$ cat config.mk
export PLATFORM = sky130hd
export DESIGN_NAME = execute_stage
export DESIGN_NICKNAME = d
export VERILOG_FILES = /design/src/rtl/exec_pkg.sv /design/src/rtl/execute_stage_shift_add_multiplier.sv /design/src/rtl/execute_stage.sv
export SDC_FILE = /design/constraint.sdc
export NUM_CORES = 1
export LEC_CHECK = 0
export ABC_AREA = 1
export CAP_MARGIN = 20
export CORE_ASPECT_RATIO = 1.5
export CORE_UTILIZATION = 25
export CTS_CLUSTER_DIAMETER = 50
export DETAILED_ROUTE_END_ITERATION = 10
export PLACE_DENSITY = 0.41
export RECOVER_POWER = 25
export SKIP_CTS_REPAIR_TIMING = 1
export SYNTH_ARGS = -nofsm -noshare
export SYNTH_HDL_FRONTEND = slang
export SYNTH_SLANG_ARGS = --single-unit
$ cat constraint.sdc
create_clock -name clk -period 4.7 [get_ports clk]
set_input_delay 0.705 -clock clk [delete_from_list [all_inputs] [get_ports clk]]
set_output_delay 0.705 -clock clk [all_outputs]
set_load 0.1 [all_outputs]
$ cat src/rtl/exec_pkg.sv
// Shared definitions for the execute stage:
// ALU operation codes, FSM state encoding and default widths.
package exec_pkg;

   localparam int DEFAULT_DATA_WIDTH = 32;
   localparam int DEFAULT_REG_ADDR_WIDTH = 5;

   localparam logic [3:0] ALU_AND   = 4'b0000;
   localparam logic [3:0] ALU_ORR   = 4'b0001;
   localparam logic [3:0] ALU_ADD   = 4'b0010;
   localparam logic [3:0] ALU_SUB   = 4'b0110;
   localparam logic [3:0] ALU_PASSB = 4'b0111;
   localparam logic [3:0] ALU_LSL   = 4'b1000;
   localparam logic [3:0] ALU_LSR   = 4'b1001;
   localparam logic [3:0] ALU_MUL   = 4'b1010;

   typedef enum logic {
      IDLE = 1'b0,
      MUL  = 1'b1
   } state_t;

endpackage

$ cat src/rtl/execute_stage_shift_add_multiplier.sv
// Iterative shift-add multiplier: one partial product per cycle,
// fixed iteration count, combinational done on the last iteration.
module shift_add_multiplier #(
   parameter int DATA_WIDTH = 32,
   parameter int MUL_CYCLES = 32
) (
   input  logic                  clk,
   input  logic                  reset,
   input  logic                  start,
   input  logic [DATA_WIDTH-1:0] a,
   input  logic [DATA_WIDTH-1:0] b,
   output logic [DATA_WIDTH-1:0] product,
   output logic                  done
);

   localparam int CW = $clog2(MUL_CYCLES);

   logic [DATA_WIDTH-1:0] multiplicand;
   logic [DATA_WIDTH-1:0] multiplier;
   logic [DATA_WIDTH-1:0] acc;
   logic [DATA_WIDTH-1:0] acc_next;
   logic [CW-1:0]         count;
   logic                  active;
   logic                  last;

   assign acc_next = acc + (multiplier[0] ? multiplicand : '0);
   assign last     = count == CW'(MUL_CYCLES - 1);
   assign done     = active && last;
   assign product  = acc_next;

   // Load operands on start, then one shift-add step per cycle
   always_ff @(posedge clk) begin
      if (reset) begin
         multiplicand <= '0;
         multiplier   <= '0;
         acc          <= '0;
         count        <= '0;
         active       <= 1'b0;
      end else if (start) begin
         multiplicand <= a;
         multiplier   <= b;
         acc          <= '0;
         count        <= '0;
         active       <= 1'b1;
      end else if (active) begin
         acc          <= acc_next;
         multiplicand <= multiplicand << 1;
         multiplier   <= multiplier >> 1;
         count        <= count + CW'(1);
         if (last) begin
            active <= 1'b0;
         end
      end
   end

endmodule

$ cat src/rtl/execute_stage.sv
// Execute stage: ALU plus iterative multiply feeding a registered
// EX/MEM slot, with valid/ready handshakes on both sides.
module execute_stage
   import exec_pkg::*;
#(
   parameter int DATA_WIDTH     = DEFAULT_DATA_WIDTH,
   parameter int REG_ADDR_WIDTH = DEFAULT_REG_ADDR_WIDTH,
   parameter int MUL_CYCLES     = DEFAULT_DATA_WIDTH
) (
   input  logic                      clk,
   input  logic                      reset,
   input  logic                      in_valid,
   output logic                      in_ready,
   input  logic [3:0]                alu_op,
   input  logic                      alu_src,
   input  logic [DATA_WIDTH-1:0]     read_data1,
   input  logic [DATA_WIDTH-1:0]     read_data2,
   input  logic [DATA_WIDTH-1:0]     immediate,
   input  logic [REG_ADDR_WIDTH-1:0] write_reg,
   input  logic                      reg_write_in,
   output logic                      out_valid,
   input  logic                      out_ready,
   output logic [DATA_WIDTH-1:0]     alu_result,
   output logic [DATA_WIDTH-1:0]     store_data,
   output logic                      zero,
   output logic [REG_ADDR_WIDTH-1:0] write_reg_out,
   output logic                      reg_write_out,
   output logic                      busy
);

   localparam int SHW = $clog2(DATA_WIDTH);

   state_t                    state;
   state_t                    state_next;
   logic [DATA_WIDTH-1:0]     operand_b;
   logic [DATA_WIDTH-1:0]     alu_value;
   logic [DATA_WIDTH-1:0]     mul_product;
   logic                      mul_done;
   logic                      accept;
   logic                      is_mul;
   logic                      start_mul;
   logic                      transfer;
   logic [REG_ADDR_WIDTH-1:0] mul_write_reg;
   logic                      mul_reg_write;
   logic [DATA_WIDTH-1:0]     mul_store_data;

   assign operand_b = alu_src ? immediate : read_data2;
   assign is_mul    = alu_op == ALU_MUL;
   assign in_ready  = (state == IDLE) && (!out_valid || out_ready);
   assign accept    = in_valid && in_ready;
   assign start_mul = accept && is_mul;
   assign transfer  = out_valid && out_ready;
   assign busy      = state == MUL;

   // Single-cycle ALU; MUL and unknown codes yield zero here
   always_comb begin
      alu_value = '0;
      case (alu_op)
         ALU_AND:   alu_value = read_data1 & operand_b;
         ALU_ORR:   alu_value = read_data1 | operand_b;
         ALU_ADD:   alu_value = read_data1 + operand_b;
         ALU_SUB:   alu_value = read_data1 - operand_b;
         ALU_PASSB: alu_value = operand_b;
         ALU_LSL:   alu_value = read_data1 << operand_b[SHW-1:0];
         ALU_LSR:   alu_value = read_data1 >> operand_b[SHW-1:0];
         default:   alu_value = '0;
      endcase
   end

   shift_add_multiplier #(
      .DATA_WIDTH (DATA_WIDTH),
      .MUL_CYCLES (MUL_CYCLES)
   ) u_mul (
      .clk     (clk),
      .reset   (reset),
      .start   (start_mul),
      .a       (read_data1),
      .b       (operand_b),
      .product (mul_product),
      .done    (mul_done)
   );

   // State register
   always_ff @(posedge clk) begin
      if (reset) begin
         state <= IDLE;
      end else begin
         state <= state_next;
      end
   end

   // Next state: enter MUL on a multiply accept, leave when done
   always_comb begin
      state_next = state;
      unique case (state)
         IDLE: if (start_mul) state_next = MUL;
         MUL:  if (mul_done)  state_next = IDLE;
      endcase
   end

   // Hold multiply sidebands for the duration of the iteration
   always_ff @(posedge clk) begin
      if (reset) begin
         mul_write_reg  <= '0;
         mul_reg_write  <= 1'b0;
         mul_store_data <= '0;
      end else if (start_mul) begin
         mul_write_reg  <= write_reg;
         mul_reg_write  <= reg_write_in;
         mul_store_data <= read_data2;
      end
   end

   // EX/MEM output slot: load on ALU accept or multiply completion
   always_ff @(posedge clk) begin
      if (reset) begin
         out_valid     <= 1'b0;
         alu_result    <= '0;
         store_data    <= '0;
         zero          <= 1'b0;
         write_reg_out <= '0;
         reg_write_out <= 1'b0;
      end else if (accept && !is_mul) begin
         out_valid     <= 1'b1;
         alu_result    <= alu_value;
         zero          <= alu_value == '0;
         store_data    <= read_data2;
         write_reg_out <= write_reg;
         reg_write_out <= reg_write_in;
      end else if (mul_done) begin
         out_valid     <= 1'b1;
         alu_result    <= mul_product;
         zero          <= mul_product == '0;
         store_data    <= mul_store_data;
         write_reg_out <= mul_write_reg;
         reg_write_out <= mul_reg_write;
      end else if (transfer) begin
         out_valid <= 1'b0;
      end
   end

endmodule

==> qor.yml <==
status: "finished, violations left"
violations: "max-capacitance violations, max-slew violations"
hold_path_depth: 2
syn_area_mm2: 0.01875
setup_tns_ns: 0
cts_buffers: 34
synth_top_family_by_area: "simple AND/OR/NAND/NOR gates"
fin_worst_skew_ns: 0.04174
vdd_drop_max_uv: 290.4
avgSynthCellArea_um2: 5.694
pin_count: 185
cts_max_path_buffers: 3
p_per_area_mw_per_mm2: 287.9
cts-htree-levels: 2
syn_nets: 3473
worstSkewPairLatency_ns: 0.56
synth_mux_area_share_pct: 0
final_nets: 3841
place_congestion: 0.9772
ys_ff_latch: 213
setup_viol: 0
fmax_mhz: 222.2
postRouteAntennaNets: 0
synth.top_cells.by_area: "dfxtp_1 (23%), nand2_1 (21%), nand3_1 (12%), inv_1 (7.9%), nor2_1 (5.4%)"
num_vias: 22950
holdWs_ns: 0.4513
drv_cap: 1
min_period_ns: 4.501
hold_viol_final: 0
tightest_slew_ns: 2.789
path_clk_slew_ns: 0.06
grt_overflow_total: 0
die_area_mm2: 0.07610
track_usage_pct: 25.34
clock_sink_count: 213
r2r_cells: 20
dieHeight_um: 337.4
drv_slew: 141
cts_tree: "done"
grt_pass1_vias: 22860
synthCells: 3292
dp_cells: 4611
finalCritPeriodShare_pct: 95.77
ys_seq_area_share_pct: 22.75
yosys.area_share.simple_pct: 42.12
drc: 0
synth_cell_types: 54
synth_fa_ha_area_share_pct: 4.752
via_per_inst: 4.906
nFillCells: 8463
slew_headroom_pct: -85.96
min-delay-path-class: "reg2reg"
p_leak_uw: 0.01179
crit_fanout: 8
timing.final.ws_setup_ns: 0.1989
yosysTopAreaCell: "dfxtp_1"
wirelength_um: 96970
synth_top_area_share_pct: 22.75
critical_path_class: "in2reg"
crit_path_start_kind: "input pin"
diodes: 0
clockRootBuffer: "clkbuf_16"
dp_hpwl_um: 79240
syn_to_final_growth_pct: 32.08
wire_per_inst_um: 20.73
yosysWarnings: 0
end_kind: "flop"
port_buffers: 184
worstPathRequired_ns: 5.20
antenna_found_initial: 0
final_core_util_pct: 33.44
post-place-ws_ns: -0.6692
start_util_pct: 25.32
grt_pass1_wl_um: 143500
synth_compound_area_share_pct: 16.35
drt-pass1-iter-count: 5
row_count: 122
die_x_um: 225.6
grt_max_degree: 141
core-area_mm2: 0.07403
synthXorXnorAreaFrac_pct: 2.103
finalNonFillerCells: 4678
drive_gt1_share_pct: 11.67
drtIter0Drc: 1380
cp_data_arrival_time_ns: 5.00
grt_setup_unrepaired: "true"
==> layout make-up <==
type	count	area, µm²	area share [%]
multi-input combinational	2520	12380	49.98
sequential	213	4268	17.24
timing repair buffer	490	4164	16.82
inverter	401	1510	6.100
tap	992	1241	5.013
clock buffer	48	944.7	3.815
clock inverter	14	255.2	1.031
==> critical path: stages <==
cell and delay (ns):
clkdlybuf4s50_1 0.47, inv_1 0.06, nor3_2 0.14, inv_1 0.08, nor2_1 0.09, buf_4 0.22
clkinvlp_4 0.20, nand2_1 0.16, buf_12 0.12, xor2_4 0.29, buf_4 0.20, ha_1 0.27
nand2_1 0.08, nand2_1 0.10, inv_1 0.09, nand2_1 0.13, buf_4 0.17, or2_2 0.26
nand3_1 0.08, nand3_1 0.11, nor2_1 0.12, nand3_1 0.31, nor2_2 0.26, nand2_1 0.08
nor2_1 0.11, nor2_1 0.04, nor2_1 0.08
==> per-layer routing <==
| metal | routed length (µm) | global-route usage, % | up-vias |
|---|---|---|---|
| met5 | 0 | 0 | - |
| met4 | 6003 | 14.33 | 0 |
| met3 | 3053 | 2.173 | 177 |
| met2 | 50050 | 46.99 | 571 |
| met1 | 37870 | 28.13 | 10710 |
| li1 | - | - | 11490 |
==> synthesized netlist by cell type (all sizes together) <==
cell type  number
xnor2           3
a21o            4
o31ai           3
inv           400
nor3           30
or2            15
buf            60
a211o           1
nand3b          7
o21a            3
a31oi          89
ha             68
o221ai          5
o21ai         202
nand3         450
nand2        1044
a32oi           1
a21oi         170
xor2           42
clkinv          1
o2111ai         1
and3            1
a41oi           1
nand2b          1
and2            1
a22oi           2
fa              2
nand4          35
a21boi          4
o22ai           1
a211oi          2
nor2          278
clkbuf         98
o211ai         47
o21bai          6
dfxtp         213
a221oi          1
==> final timing paths <==
kind	from	endpoint	slack (ns)
min	mul_store_data[5]	mul_store_data[5]	0.45
max	alu_op[1]	zero	0.20
min reg2reg	mul_store_data[5]	mul_store_data[5]	0.45
max reg2reg	u_mul.multiplier[0]	zero	0.86
==> through the flow <==
step	cell area, µm²	power (µW)
detailed placement	23470	4403
global route	24760	7451
CTS	24670	7195
finish	24760	7128
floorplan	18750	3271
global placement	23470	4419
==> report_power, final <==
part | internal [µW] | leakage, µW | switching [µW] | total, µW
Combinational | 845 | 0.00949 | 1650 | 2490
Clock | 1750 | 0.000580 | 983 | 2730
Sequential | 1870 | 0.00173 | 37.9 | 1900
==> cell families after synthesis <==
family	count (synthesis)
flops	213
buf+inv	559
simple gates	1862
fa+ha+maj	70
xor+xnor	45
compound gates	543
==> cells in the final DEF (no fill, tap or decap), drive strengths merged, types with 47 or more instances in the layout <==
cell,Yosys,final
dfxtp,213,213
a31oi,89,89
buf,60,300
nor2,278,278
ha,68,68
o211ai,47,47
a21oi,170,170
inv,400,403
clkbuf,98,57
nand2,1044,1044
o21ai,202,202
clkdlybuf4s50,0,181
nand3,450,450
Power figures use the tool's default switching activity.
